**config.mk**
```make
export PLATFORM = sky130hd
export DESIGN_NAME = uparc_pipe_ctl
export DESIGN_NICKNAME = d
export VERILOG_FILES = /design/src/rtl/uparc_pipe_ctl_pkg.sv /design/src/rtl/uparc_pipe_ctl.sv
export SDC_FILE = /design/constraint.sdc
export NUM_CORES = 1
export LEC_CHECK = 0
export ABC_CLOCK_PERIOD_IN_PS = 3600
export CORE_ASPECT_RATIO = 0.9
export CORE_UTILIZATION = 39
export CTS_BUF_LIST = sky130_fd_sc_hd__clkbuf_4
export DETAILED_ROUTE_END_ITERATION = 16
export GPL_TIMING_DRIVEN = 0
export PLACE_DENSITY = 0.75
export RECOVER_POWER = 25
export SLEW_MARGIN = 20
export SYNTH_ARGS = -nofsm -noshare
export SYNTH_HDL_FRONTEND = slang
export SYNTH_SLANG_ARGS = --single-unit
```
**constraint.sdc**
```tcl
create_clock -name clk -period 3.6 [get_ports clk]
set_input_delay 0.54 -clock clk [delete_from_list [all_inputs] [get_ports clk]]
set_output_delay 0.54 -clock clk [all_outputs]
set_load 0.03 [all_outputs]
```
**src/rtl/uparc_pipe_ctl_pkg.sv**
```systemverilog
// Shared constants and state encoding for the pipeline sequencer.
package uparc_pipe_ctl_pkg;

  localparam int unsigned UPARC_ADDR_WIDTH = 32;
  localparam int unsigned PIPE_CNT_WIDTH   = 4;

  // Default exception vector loaded into the PC on exception entry
  localparam logic [UPARC_ADDR_WIDTH-1:0] EXC_VEC_DEFAULT = 32'h0000_0100;

  // Sequencer states; 2'd3 is unused and behaves as RUN
  typedef enum logic [1:0] {
    PIPE_RUN   = 2'd0,
    PIPE_JNULL = 2'd1,
    PIPE_FLUSH = 2'd2
  } pipe_state_e;

  // Initial flush counter value for a given flush length (length 1 -> 0)
  function automatic logic [PIPE_CNT_WIDTH-1:0] flush_cnt_init(input int unsigned cycles);
    return PIPE_CNT_WIDTH'(cycles - 1);
  endfunction

endpackage

```
**src/rtl/uparc_pipe_ctl.sv**
```systemverilog
// Pipeline sequencer: merges unit stalls, redirects the PC on jumps and
// exceptions, squashes wrong-path decode words and runs the exception flush.
module uparc_pipe_ctl
  import uparc_pipe_ctl_pkg::*;
#(
  parameter int unsigned                 FLUSH_CYCLES = 3,
  parameter logic [UPARC_ADDR_WIDTH-1:0] EXC_VEC      = EXC_VEC_DEFAULT
) (
  input  logic                        clk,
  input  logic                        rst,
  input  logic                        i_fetch_stall,
  input  logic                        i_exec_stall,
  input  logic                        i_mem_stall,
  input  logic                        i_jump_taken,
  input  logic [UPARC_ADDR_WIDTH-1:0] i_jump_addr,
  input  logic                        i_exc_req,
  output logic                        o_core_stall,
  output logic                        o_nullify,
  output logic                        o_pc_load,
  output logic [UPARC_ADDR_WIDTH-1:0] o_pc_addr,
  output logic                        o_exc_ack
);

  pipe_state_e                 state_q, state_d;
  logic [PIPE_CNT_WIDTH-1:0]   cnt_q, cnt_d;
  logic                        nullify_d, pc_load_d, exc_ack_d;
  logic [UPARC_ADDR_WIDTH-1:0] pc_addr_d;
  logic                        accept_c;

  // Stall merge is combinational so every stage sees it in the same cycle
  assign o_core_stall = i_fetch_stall | i_exec_stall | i_mem_stall;
  assign accept_c     = ~o_core_stall;

  // State, counter and registered outputs
  always_ff @(posedge clk or posedge rst) begin
    if (rst) begin
      state_q   <= PIPE_RUN;
      cnt_q     <= '0;
      o_nullify <= 1'b0;
      o_pc_load <= 1'b0;
      o_pc_addr <= '0;
      o_exc_ack <= 1'b0;
    end else begin
      state_q   <= state_d;
      cnt_q     <= cnt_d;
      o_nullify <= nullify_d;
      o_pc_load <= pc_load_d;
      o_pc_addr <= pc_addr_d;
      o_exc_ack <= exc_ack_d;
    end
  end

  // Next-state and next-output decode; pulses default low so they last one cycle
  always_comb begin
    state_d   = state_q;
    cnt_d     = cnt_q;
    nullify_d = o_nullify;
    pc_load_d = 1'b0;
    exc_ack_d = 1'b0;
    pc_addr_d = o_pc_addr;

    case (state_q)
      PIPE_JNULL: begin
        nullify_d = 1'b1;
        if (accept_c) begin
          if (i_exc_req) begin
            state_d   = PIPE_FLUSH;
            cnt_d     = flush_cnt_init(FLUSH_CYCLES);
            pc_load_d = 1'b1;
            pc_addr_d = EXC_VEC;
            exc_ack_d = 1'b1;
          end else begin
            // A jump here is the wrong-path word's and is dropped
            state_d   = PIPE_RUN;
            nullify_d = 1'b0;
          end
        end
      end

      PIPE_FLUSH: begin
        nullify_d = 1'b1;
        if (accept_c) begin
          if (cnt_q == '0) begin
            state_d   = PIPE_RUN;
            nullify_d = 1'b0;
          end else begin
            cnt_d = cnt_q - PIPE_CNT_WIDTH'(1);
          end
        end
      end

      default: begin
        // RUN, and the unused encoding treated as RUN
        state_d   = PIPE_RUN;
        nullify_d = 1'b0;
        if (accept_c && i_exc_req) begin
          state_d   = PIPE_FLUSH;
          cnt_d     = flush_cnt_init(FLUSH_CYCLES);
          nullify_d = 1'b1;
          pc_load_d = 1'b1;
          pc_addr_d = EXC_VEC;
          exc_ack_d = 1'b1;
        end else if (accept_c && i_jump_taken) begin
          state_d   = PIPE_JNULL;
          nullify_d = 1'b1;
          pc_load_d = 1'b1;
          pc_addr_d = i_jump_addr;
        end
      end
    endcase
  end

endmodule

```
# After elaboration in Yosys (flattened, before gate mapping)
# Cells that the tools add are included.
# op_classes
n_addsub	1
eq_ne	7
bitwise	4
reduce_logical	8
mux	29
# ops
op	count
2-to-1 mux 32 bit	4
case mux 32 bit (2 select lines)	1
2-to-1 mux 4 bit	5
2-to-1 mux 2 bit	5
inequality test 2 bit, second input constant	5
2-to-1 mux 1 bit	9
case mux 4 bit (2 select lines)	1
case mux 1 bit (2 select lines)	3
nonzero test 3 bit	2
AND reduction 5 bit	1
zero test 4 bit	1
case mux 2 bit (2 select lines)	1
AND reduction 4 bit	1
subtractor 4 x 1 -> 4 bit, second input constant	1
AND reduction 3 bit	1
== test 2 x 1 -> 1 bit, second input constant	1
== test 2 bit, second input constant	1
logical AND 1 bit	2
NOT 1 bit	2
bitwise OR 1 bit	2
# totals
in_bits	39
ff_bits	41
wordCells	55

# Longest topological paths before layout
# logic_depth
word_depth	7
ltp_mapped	8
mapped_depth_nobuf	6

# Worst setup path before layout
# No wires, ideal clock.
# synth_timing
path_kind	input to register
from	input i_mem_stall
to	register o_pc_addr[0]
t_required_ns	3.479
path_stages	5
setup_slack_ns	1.734
arrival_ns	1.745
n_path_buf	2
path_cell_list	or3_4 or3_1 buf_2 buf_6 a22o_1
# synth_between
elab_chain_len	5
elab_cells_between_ends	9
cone_classes	1 x eq/ne; 2 x mux; 2 x bitwise; 4 x reduce/logical
# synth_rtl
item	line_no	source
start: declaration	uparc_pipe_ctl.sv:13	input logic i_mem_stall,
bitwise OR 1 bit *	uparc_pipe_ctl.sv:31	assign o_core_stall = i_fetch_stall | i_exec_stall | i_mem_stall;
NOT 1 bit	uparc_pipe_ctl.sv:32	assign accept_c = ~o_core_stall;
logical AND 1 bit (on tied branches)	uparc_pipe_ctl.sv:96, uparc_pipe_ctl.sv:103	
2-to-1 mux 32 bit / nonzero test 3 bit (equally long branches)	--	
case mux 32 bit (2 select lines) / AND reduction 4 bit (equally long branches)	--	
end signal: assignment	uparc_pipe_ctl.sv:48	o_pc_addr <= pc_addr_d;
end: declaration	uparc_pipe_ctl.sv:20	output logic [UPARC_ADDR_WIDTH-1:0] o_pc_addr,
# Every way passes the cells marked *; elsewhere a longest branch is shown, timed or not.
# A chain may end at the register's enable or synchronous reset.

# Worst setup path after layout
# layout_timing
from	input i_mem_stall
to	output o_core_stall
# layout_between
elab_chain_len	1
# layout_rtl
item	line_no	source
bitwise OR 1 bit	uparc_pipe_ctl.sv:31	
end: declaration	uparc_pipe_ctl.sv:17	output logic o_core_stall,
# No other way between the ends.

==> impl_metrics.sql <==
INSERT INTO impl_metrics (metric_group, metric, value, unit) VALUES
('pwr', 'power.density', '423', 'mW/mm^2'),
('routing', 'vias', '1424', ''),
('routing', 'drc', '0', ''),
('hold_path', 'hold-path-cell-count', '1', ''),
('yosys', 'synth_sequential_area_ratio', '0.603', ''),
('worst_setup_path', 'critical_path_maximum_fanout', '10', ''),
('placed_design', 'worst_setup_slack_before_clock_tree_synthesis', '0.919', 'ns'),
('yosys', 'synthesis.instances', '135', ''),
('floorplanning', 'design.portCount', '75', ''),
('sta', 'fin_hold_ws', '0.516', 'ns'),
('clocking', 'ctsLongestPathBuffers', '2', ''),
('routing', 'totalWireLength', '4.17', 'mm'),
('global_routing', 'grt_util_all_layers', '0.189', ''),
('cells_and_area', 'num-nets-final', '259', ''),
('cells_and_area', 'post_route_cells_drive_above_1_share', '0.0829', ''),
('floorplanning', 'floorplan.die.width', '71.6', 'um'),
('pwr', 'power.ir.vdd_worst', '0.183', 'mV'),
('worst_setup_path', 'critical_path_required', '3.06', 'ns'),
('cells_and_area', 'antenna-diode-count', '0', ''),
('yosys', 'netlist.top_cell.by_area', 'dfrtp_1', ''),
('worst_setup_path', 'critical_path_arrival', '2.15', 'ns'),
('worst_setup_path', 'r2r_cells', '7', ''),
('floorplanning', 'effective_utilization_at_floorplan', '0.412', ''),
('sta', 'timing.final.max_slew_violations', '0', ''),
('hold_path', 'class_of_the_most_critical_hold_timing_path', 'flop to flop', ''),
('sta', 'fmaxAchievable', '372', 'MHz'),
('sta', 'fin_crit_share', '0.747', ''),
('clocking', 'clockRootBuffer', 'clkbuf_4', ''),
('floorplanning', 'core_area', '0.00413', 'mm^2'),
('yosys', 'synth.avg_cell_area', '12.6', 'um^2'),
('placed_design', 'detailed_place.area', '0.00253', 'mm^2'),
('yosys', 'yosys_most_used_dff', 'dfrtp_1', ''),
('status', 'run_status', 'complete, no violations', ''),
('placed_design', 'io_buffers', '74', ''),
('global_routing', 'number_of_global_route_vias_before_repair', '1441', ''),
('yosys', 'synth_fp_nets', '177', ''),
('sta', 'timing.clock.skew', '0.0145', 'ns'),
('sta', 'setup_repair_after_global_routing_missed_its_margin', 'false', ''),
('yosys', 'synth.most_common_cell', 'dfrtp_1', ''),
('global_routing', 'number_of_antenna_violations_at_the_first_check_in_global_routing', '0', ''),
('placed_design', 'gp_congestion', '0.762', ''),
('routing', 'wl_per_cell', '15.7', 'um'),
('routing', 'routed_via_density', '5.37', ''),
('sta', 'fin_ws', '0.912', 'ns'),
('yosys', 'synth_common_cells', 'dfrtp_1 (41), a22o_1 (31), inv_1 (11), o21ai_0 (6), nand2_1 (5)', ''),
('sta', 'setup-violations-final', '0', ''),
('clocking', 'cts-buffers-inserted', '5', ''),
('sta', 'slew-limit-headroom', '0.181', ''),
('floorplanning', 'fp-row-count', '22', ''),
('global_routing', 'grt.overflow.total', '0', ''),
('routing', 'ant_nets', '0', ''),
('clocking', 'cts_setup_buffers', '0', ''),
('clocking', 'tritoncts', 'built', ''),
('worst_setup_path', 'worstSetupPathType', 'input pin to output pin', ''),
('worst_setup_path', 'timing.critical_path.to_type', 'output pin', ''),
('yosys', 'async_reset_ff_frac', '1.00', ''),
('clocking', 'cts.reportedPaths.clkPinSlew', '0.12', 'ns'),
('floorplanning', 'die_area', '0.00463', 'mm^2'),
('yosys', 'synth.area.top_cells', 'dfrtp_1 (60%), a22o_1 (16%), inv_1 (2.4%)', ''),
('yosys', 'postSynthRegisterBits', '41', ''),
('sta', 'totalNegativeSetupSlack', '0', 'ns'),
('floorplanning', 'floorplan.die.height', '64.6', 'um'),
('routing', 'drt_iter0_markers', '66', ''),
('cells_and_area', 'stdcell_area', '0.00255', 'mm^2'),
('yosys', 'yosys.area.top_type_share', '0.603', ''),
('yosys', 'synth.cell_area', '0.00170', 'mm^2'),
('clocking', 'hold_buffers', '0', ''),
('worst_setup_path', 'critPathLaunchType', 'input pin', ''),
('yosys', 'count_of_flip_flops_with_a_built_in_enable_after_synthesis', '0', ''),
('yosys', 'synth-warning-count', '0', ''),
('sta', 'final.min_clock_period', '2.69', 'ns');
stage by stage:
stage / util / std cells
after floorplan: - / 135
after global placement: 0.606 / 257
after detailed placement: 0.612 / 258
after CTS: 0.624 / 265
after global routing: 0.618 / 265
final: 0.618 / 265
cells in the final DEF, fill, tap and decap left out, types with 2 or more instances in the layout:
master           count
clkdlybuf4s50_1     73
dfrtp_1             41
a22o_1              31
inv_1               11
o21ai_0              6
nand2_1              5
clkbuf_4             5
a21oi_1              4
nor2_1               4
buf_6                3
buf_4                3
ha_1                 3
buf_2                2
clkbuf_1             2
nor3b_2              2
layout make-up:
class	instances	area [um^2]
clock inverters	2	11.3
repair buffers	75	744
plain buffers	9	70.1
multi-input cells	74	563
inverters	11	41.3
fillers	317	1580
well taps	48	60.1
flip-flops and latches	41	1030
clock buffers	5	37.5
worst paths after layout:
path                                 end  slack (ns)     startpoint
hold / removal             o_pc_addr[31]        0.52  o_pc_addr[31]
setup / recovery            o_core_stall        0.91    i_mem_stall
max in group asynchronous     state_q[0]        1.31            rst
setup reg to reg            o_pc_addr[7]        1.70     state_q[0]
hold reg to reg            o_pc_addr[31]        0.52  o_pc_addr[31]
min in group asynchronous  o_pc_addr[29]        0.73            rst
where the power goes:
| part | internal (mW) | switching [mW] | leakage (nW) | total, mW |
|---|---|---|---|---|
| clock | 0.0703 | 0.142 | 0.0247 | 0.212 |
| sequential | 0.512 | 0.0316 | 0.542 | 0.543 |
| combinational | 0.160 | 0.166 | 0.574 | 0.326 |
| total | 0.742 | 0.339 | 1.14 | 1.08 |
critical path, stage by stage:
cell and delay, ns:
clkdlybuf4s50_1 0.40, or3_4 0.40, buf_2 0.20, clkdlybuf4s50_1 0.61
kinds of logic after synthesis:
kind of cell               share of synthesized area
buffers and inverters                         0.0655
and+or+nand+nor                               0.0765
muxes                                        0.00589
AOI/OAI and AO/OA                              0.227
adders and majority gates                     0.0221
DFF                                            0.603
sequential cells by signal, indices dropped and copies added, names as in the netlist:
| signal | count |
|---|---|
| cnt_q | 4 |
| o_exc_ack | 1 |
| o_nullify | 1 |
| o_pc_addr | 32 |
| o_pc_load | 1 |
| state_q | 2 |
routing by layer:
layer	vias to the layer above	track usage	wire (um)
met4	0	0.100	126
met5	-	0	0
met2	71	0.302	1880
met3	19	0.0529	229
li1	653	-	-
met1	681	0.232	1930
(Power assumes the default switching activity.)
